[src/rtl/vjtag_pkg.sv]
`default_nettype none
// ============================================================================
// Module      : vjtag_pkg
// Description : TAP state encodings and user IR width limits for virtual_jtag.
// Revision    : 1.0 - initial release
// ============================================================================
package vjtag_pkg;

    typedef logic [3:0] tap_state_t;

    localparam tap_state_t c_st_tlr   = 4'hF;
    localparam tap_state_t c_st_rti   = 4'hC;
    localparam tap_state_t c_st_seldr = 4'h7;
    localparam tap_state_t c_st_cdr   = 4'h6;
    localparam tap_state_t c_st_sdr   = 4'h2;
    localparam tap_state_t c_st_e1dr  = 4'h1;
    localparam tap_state_t c_st_pdr   = 4'h3;
    localparam tap_state_t c_st_e2dr  = 4'h0;
    localparam tap_state_t c_st_udr   = 4'h5;
    localparam tap_state_t c_st_selir = 4'h4;
    localparam tap_state_t c_st_cir   = 4'hE;
    localparam tap_state_t c_st_sir   = 4'hA;
    localparam tap_state_t c_st_e1ir  = 4'h9;
    localparam tap_state_t c_st_pir   = 4'hB;
    localparam tap_state_t c_st_e2ir  = 4'h8;
    localparam tap_state_t c_st_uir   = 4'hD;

    localparam int c_ir_width_min = 1;
    localparam int c_ir_width_max = 16;

endpackage
`default_nettype wire

[src/rtl/vjtag_tap_fsm.sv]
`default_nettype none
// ============================================================================
// Module      : vjtag_tap_fsm
// Description : IEEE 1149.1 TAP controller with one-hot virtual state decodes.
// Revision    : 1.0 - initial release
// ============================================================================
module vjtag_tap_fsm
    import vjtag_pkg::*;
(
    input  logic       tck,
    input  logic       reset,
    input  logic       i_tms,
    output logic [3:0] o_state,
    output logic       o_cdr,
    output logic       o_sdr,
    output logic       o_e1dr,
    output logic       o_pdr,
    output logic       o_e2dr,
    output logic       o_udr,
    output logic       o_cir,
    output logic       o_uir
);

    tap_state_t r_state;
    tap_state_t w_next;

    always_comb begin
        w_next = c_st_tlr;
        case (r_state)
            c_st_tlr:   w_next = i_tms ? c_st_tlr   : c_st_rti;
            c_st_rti:   w_next = i_tms ? c_st_seldr : c_st_rti;
            c_st_seldr: w_next = i_tms ? c_st_selir : c_st_cdr;
            c_st_cdr:   w_next = i_tms ? c_st_e1dr  : c_st_sdr;
            c_st_sdr:   w_next = i_tms ? c_st_e1dr  : c_st_sdr;
            c_st_e1dr:  w_next = i_tms ? c_st_udr   : c_st_pdr;
            c_st_pdr:   w_next = i_tms ? c_st_e2dr  : c_st_pdr;
            c_st_e2dr:  w_next = i_tms ? c_st_udr   : c_st_sdr;
            c_st_udr:   w_next = i_tms ? c_st_seldr : c_st_rti;
            c_st_selir: w_next = i_tms ? c_st_tlr   : c_st_cir;
            c_st_cir:   w_next = i_tms ? c_st_e1ir  : c_st_sir;
            c_st_sir:   w_next = i_tms ? c_st_e1ir  : c_st_sir;
            c_st_e1ir:  w_next = i_tms ? c_st_uir   : c_st_pir;
            c_st_pir:   w_next = i_tms ? c_st_e2ir  : c_st_pir;
            c_st_e2ir:  w_next = i_tms ? c_st_uir   : c_st_sir;
            c_st_uir:   w_next = i_tms ? c_st_seldr : c_st_rti;
            default:    w_next = c_st_tlr;
        endcase
    end

    always_ff @(posedge tck) begin
        if (reset) begin
            r_state <= c_st_tlr;
        end else begin
            r_state <= w_next;
        end
    end

    assign o_state = r_state;
    assign o_cdr   = (r_state == c_st_cdr);
    assign o_sdr   = (r_state == c_st_sdr);
    assign o_e1dr  = (r_state == c_st_e1dr);
    assign o_pdr   = (r_state == c_st_pdr);
    assign o_e2dr  = (r_state == c_st_e2dr);
    assign o_udr   = (r_state == c_st_udr);
    assign o_cir   = (r_state == c_st_cir);
    assign o_uir   = (r_state == c_st_uir);

endmodule
`default_nettype wire

[src/rtl/virtual_jtag.sv]
`default_nettype none
// ============================================================================
// Module      : virtual_jtag
// Description : Soft virtual-JTAG hub: TAP FSM, user IR shifter and TDO mux.
//               VJTAG_IR_CAPTURE_EN: Capture-IR loads ir_out instead of 0..01.
// Revision    : 1.0 - initial release
// ============================================================================
module virtual_jtag
    import vjtag_pkg::*;
#(
    parameter int                      SLD_IR_WIDTH   = 4,
    parameter logic [SLD_IR_WIDTH-1:0] IR_RESET_VALUE = '0
) (
    input  logic                    tck,
    input  logic                    reset,
    input  logic                    jtag_tms,
    input  logic                    jtag_tdi,
    output logic                    jtag_tdo,
    output logic                    tms,
    output logic                    tdi,
    input  logic                    tdo,
    input  logic [SLD_IR_WIDTH-1:0] ir_out,
    output logic [SLD_IR_WIDTH-1:0] ir_in,
    output logic                    virtual_state_cdr,
    output logic                    virtual_state_sdr,
    output logic                    virtual_state_e1dr,
    output logic                    virtual_state_pdr,
    output logic                    virtual_state_e2dr,
    output logic                    virtual_state_udr,
    output logic                    virtual_state_cir,
    output logic                    virtual_state_uir
);

    if (SLD_IR_WIDTH < c_ir_width_min || SLD_IR_WIDTH > c_ir_width_max) begin : g_width_check
        $error("virtual_jtag: SLD_IR_WIDTH out of range");
    end

    logic [3:0]              w_state;
    logic [SLD_IR_WIDTH-1:0] r_ir_sr;
    logic [SLD_IR_WIDTH-1:0] r_ir_in;
    logic [SLD_IR_WIDTH-1:0] w_capture;
    logic [SLD_IR_WIDTH-1:0] w_shift;

    vjtag_tap_fsm u_tap_fsm (
        .tck     (tck),
        .reset   (reset),
        .i_tms   (jtag_tms),
        .o_state (w_state),
        .o_cdr   (virtual_state_cdr),
        .o_sdr   (virtual_state_sdr),
        .o_e1dr  (virtual_state_e1dr),
        .o_pdr   (virtual_state_pdr),
        .o_e2dr  (virtual_state_e2dr),
        .o_udr   (virtual_state_udr),
        .o_cir   (virtual_state_cir),
        .o_uir   (virtual_state_uir)
    );

`ifdef VJTAG_IR_CAPTURE_EN
    assign w_capture = ir_out;
`else
    logic w_unused_ir_out;
    assign w_unused_ir_out = ^ir_out;
    assign w_capture       = SLD_IR_WIDTH'(1);
`endif

    // LSB-first shift; a 1-bit IR simply takes TDI.
    if (SLD_IR_WIDTH == 1) begin : g_shift_one
        assign w_shift = jtag_tdi;
    end else begin : g_shift_wide
        assign w_shift = {jtag_tdi, r_ir_sr[SLD_IR_WIDTH-1:1]};
    end

    always_ff @(posedge tck) begin
        if (reset) begin
            r_ir_sr <= '0;
            r_ir_in <= IR_RESET_VALUE;
        end else begin
            if (w_state == c_st_cir) begin
                r_ir_sr <= w_capture;
            end else if (w_state == c_st_sir) begin
                r_ir_sr <= w_shift;
            end
            if (w_state == c_st_uir) begin
                r_ir_in <= r_ir_sr;
            end else if (w_state == c_st_tlr) begin
                r_ir_in <= IR_RESET_VALUE;
            end
        end
    end

    assign ir_in    = r_ir_in;
    assign tms      = jtag_tms;
    assign tdi      = jtag_tdi;
    assign jtag_tdo = (w_state == c_st_sir) ? r_ir_sr[0] :
                      (w_state == c_st_sdr) ? tdo        : 1'b0;

endmodule
`default_nettype wire

[config.mk]
export PLATFORM = sky130hd
export DESIGN_NAME = virtual_jtag
export DESIGN_NICKNAME = d
export VERILOG_FILES = /design/src/rtl/vjtag_pkg.sv /design/src/rtl/vjtag_tap_fsm.sv /design/src/rtl/virtual_jtag.sv
export SDC_FILE = /design/constraint.sdc
export NUM_CORES = 1
export LEC_CHECK = 0
export CAP_MARGIN = 10
export CORE_MARGIN = 2
export CORE_UTILIZATION = 37
export CTS_CLUSTER_DIAMETER = 120
export DETAILED_ROUTE_END_ITERATION = 8
export HOLD_SLACK_MARGIN = 0.12
export PLACE_DENSITY = 0.72
export SYNTH_ARGS = -nofsm -noshare
export SYNTH_HDL_FRONTEND = slang
export SYNTH_SLANG_ARGS = --single-unit
[constraint.sdc]
create_clock -name tck -period 1.1 [get_ports tck]
set_input_delay 0.11 -clock tck [delete_from_list [all_inputs] [get_ports tck]]
set_output_delay 0.11 -clock tck [all_outputs]
set_load 0.01 [all_outputs]
==> run_results.csv <==
group,metric,value,unit
status,status,"finished, violations left",
status,violations,"setup timing",
yosys,synthFlopType,"dfxtp_1",
cts,clk_latency,270,ps
route,postRouteWirelength,1.770,mm
timing,min_period,1306,ps
pwr,swShare,0.3020,
route,wl_per_cell,13.51,um
route,drt-initial-drc-count,9,
timing,max_freq,765.5,MHz
yosys,syn_nets,88,
cts,cts_num_sinks,12,
yosys,syn_avg_cell_area,7.887,um^2
place,portBuffers,19,
timing,holdWs,317.7,ps
timing,slew_viol_final,0,
worst_setup_path,crit_path_end_kind,"output pin",
pwr,pwr-share-comb,0.352,
final_layout,diodes,0,
hold_path,holdCritPathClass,"in2reg",
pwr,p_leak,0.0004871,uW
pwr,p_per_area,1247,nW/um^2
timing,post-route-period-util,1.188,
final_layout,syn2layout_area_growth,70.68,%
global_routing,grt_pass1_wl,2.815,mm
yosys,synth_top_area_frac,0.3855,
final_layout,drive_above_1_share,0.4609,
timing,setup_ws,-206.3,ps
final_layout,nets,125,
floorplanning,row_count,14,
pwr,intPower,925.4,uW
timing,finClkSkew,3.744,ps
timing,hold_violations,0,
timing,tightest_slew,219.9,ps
floorplanning,coreArea,1541,um^2
yosys,yosysSeqAreaShare,0.3855,
floorplanning,io_pins,24,
yosys,synth_common_cells,"dfxtp_1 (12), nand2_1 (10), a21oi_1 (8), nand3b_1 (8), nor3_1 (6)",
global_routing,grt_max_degree,10,
place,dp_hpwl,1.081,mm
global_routing,grt_overflow,0,
floorplanning,start_util,0.4042,
worst_setup_path,cp.arrival,1200,ps
route,ant_nets,0,
hold_path,worstHoldStart,"jtag_tms",
timing,setup_viol,19,
yosys,ys_seq_elements,12,
final_layout,final_util,0.6899,
route,first_pass_iters,4,
yosys,synth.largest_area_cell,"dfxtp_1",
cts,htreeDepth,1,
yosys,synthesis.area,623.1,um^2
worst_setup_path,cpMaxStageDelayCell,"dfxtp_4",
place,place_ws,-305.2,ps
pwr,fin_total_pwr,1326,uW
route,drc,0,
timing,rsz0062_at_grt,"yes",
yosys,synthDistinctLibCells,27,
route,viasPerCell,5.206,
floorplanning,die_width,45.04,um
timing,slew_headroom,0.8531,
route,dr_total_vias,682,
pwr,peakVddDrop,0.7536,mV
pwr,power_frac_clock,0.267,
pwr,pwr-share-seq,0.380,
worst_setup_path,start_kind,"register",
cts,cts_buffers,3,
worst_setup_path,worstPathRequired,990,ps
yosys,yosysWarnings,0,
cts,cts_tree,"done",
worst_setup_path,path_cells,"buf_4 -> nor4b_4 -> buf_2",
cts,root_buffer,"clkbuf_4",
timing,fin_setup_tns,-2229,ps
worst_setup_path,slowest_delay,370,ps
cts,clk_pin_slew_worst_paths,80,ps
worst_setup_path,worstSetupStartpoint,"u_tap_fsm.o_state[2]",
yosys,synth.most_common_cell,"dfxtp_1",
place,gp_congestion,0.7489,
worst_setup_path,crit_fanout,6,
global_routing,grt_pass1_vias,656,
global_routing,grtUsageTotal,0.1909,
pwr,switchingPower,400.5,uW
cts,clk_path_buf_depth,2,
yosys,synthArstFlopShare,0,
global_routing,antenna_found_initial,0,
worst_setup_path,r2r-start,"u_tap_fsm.o_state[3]",
yosys,synth-edff-count,0,
yosys,syn_inst,79,
floorplanning,dieArea,2028,um^2
yosys,synth.area.top_cells,"dfxtp_1 (39%), nand3b_1 (9.6%), a21oi_1 (6.4%)",
run,max_cap_viol_count,0,
floorplanning,chipHeight,45.04,um
worst_setup_path,criticalPathCategory,"reg2out",
## state kept, by name, indices dropped and copies added, names as in the netlist
register and count:
ir_in 4, u_tap_fsm.o_state 4, r_ir_sr 4
## critical path: cells and delay by family, from the launching register on
| family | cells | cell delay (ps) |
|---|---|---|
| and+or+nand+nor | 1 | 240 |
| buffers and inverters | 2 | 310 |
| DFF | 1 | 370 |
## final cells by class
cell class	count	area, um^2
clock buffer	4	36.28
multi-input combinational	57	409.1
timing repair buffer	41	341.6
inverter	1	3.754
fill	127	478.0
sequential	12	252.7
tap	16	20.02
## routing by layer
metal / vias to the layer above / share of wire / track usage
met2: 16 / 0.52 / 0.3286
li1: 347 / - / -
met5: - / 0 / 0
met4: 0 / 0 / 0.03529
met1: 319 / 0.43 / 0.2321
met3: 0 / 0.051 / 0.06400
## power groups by stage
stage | Clock [uW] | Sequential, uW | Combinational (uW)
floorplan | 0 | 484 | 202
detailed placement | 0 | 504 | 341
finish | 354 | 504 | 467
CTS | 356 | 502 | 403
global route | 392 | 509 | 502
global placement | 0 | 502 | 337
## through the flow
step / cell area (um^2) / std cells
3_3_place_gp: 904.6 / 120
5_1_grt: 1064 / 131
4_1_cts: 992.2 / 128
6_report: 1064 / 131
2_1_floorplan: 629.4 / 79
3_5_place_dp: 904.6 / 120
## cells by family after synthesis
group	Yosys count	share of synthesized area
and+or+nand+nor	42	0.3816
DFF	12	0.3855
buffers and inverters	10	0.08231
AOI/OAI and AO/OA	13	0.1185
muxes	2	0.03213
## timing repair
item / CTS / global route
gates cloned: 1 / 0
pin swaps: 9 / 1
hold buffers: 0 / 0
resized for setup: 63 / 13
endpoints found under the setup margin: 27 / 22
buffers inserted: 3 / 3
## worst paths after layout
path | endpoint | slack [ps] | cells after the start
max | virtual_state_e1dr | -210 | 3
min | u_tap_fsm.o_state[1] | 320 | 4
max reg2reg | r_ir_sr[1] | -140 | 6
min reg2reg | ir_in[3] | 460 | 2
## layout by cell type (no fill, tap or decap), types with 2 or more instances in the layout
cell	netlist	layout
nand2_1	10	9
a21oi_1	8	8
mux2i_1	2	2
nor2_1	5	4
clkbuf_4	0	3
nor3_1	6	2
dfxtp_4	0	3
o21ai_0	2	2
nand3b_1	8	8
nand3_1	2	2
clkdlybuf4s50_1	0	3
buf_4	2	14
buf_2	4	8
dlygate4sd2_1	0	6
buf_6	0	8
dfxtp_1	12	8
nor3_2	0	4
(Power assumes the default switching activity.)
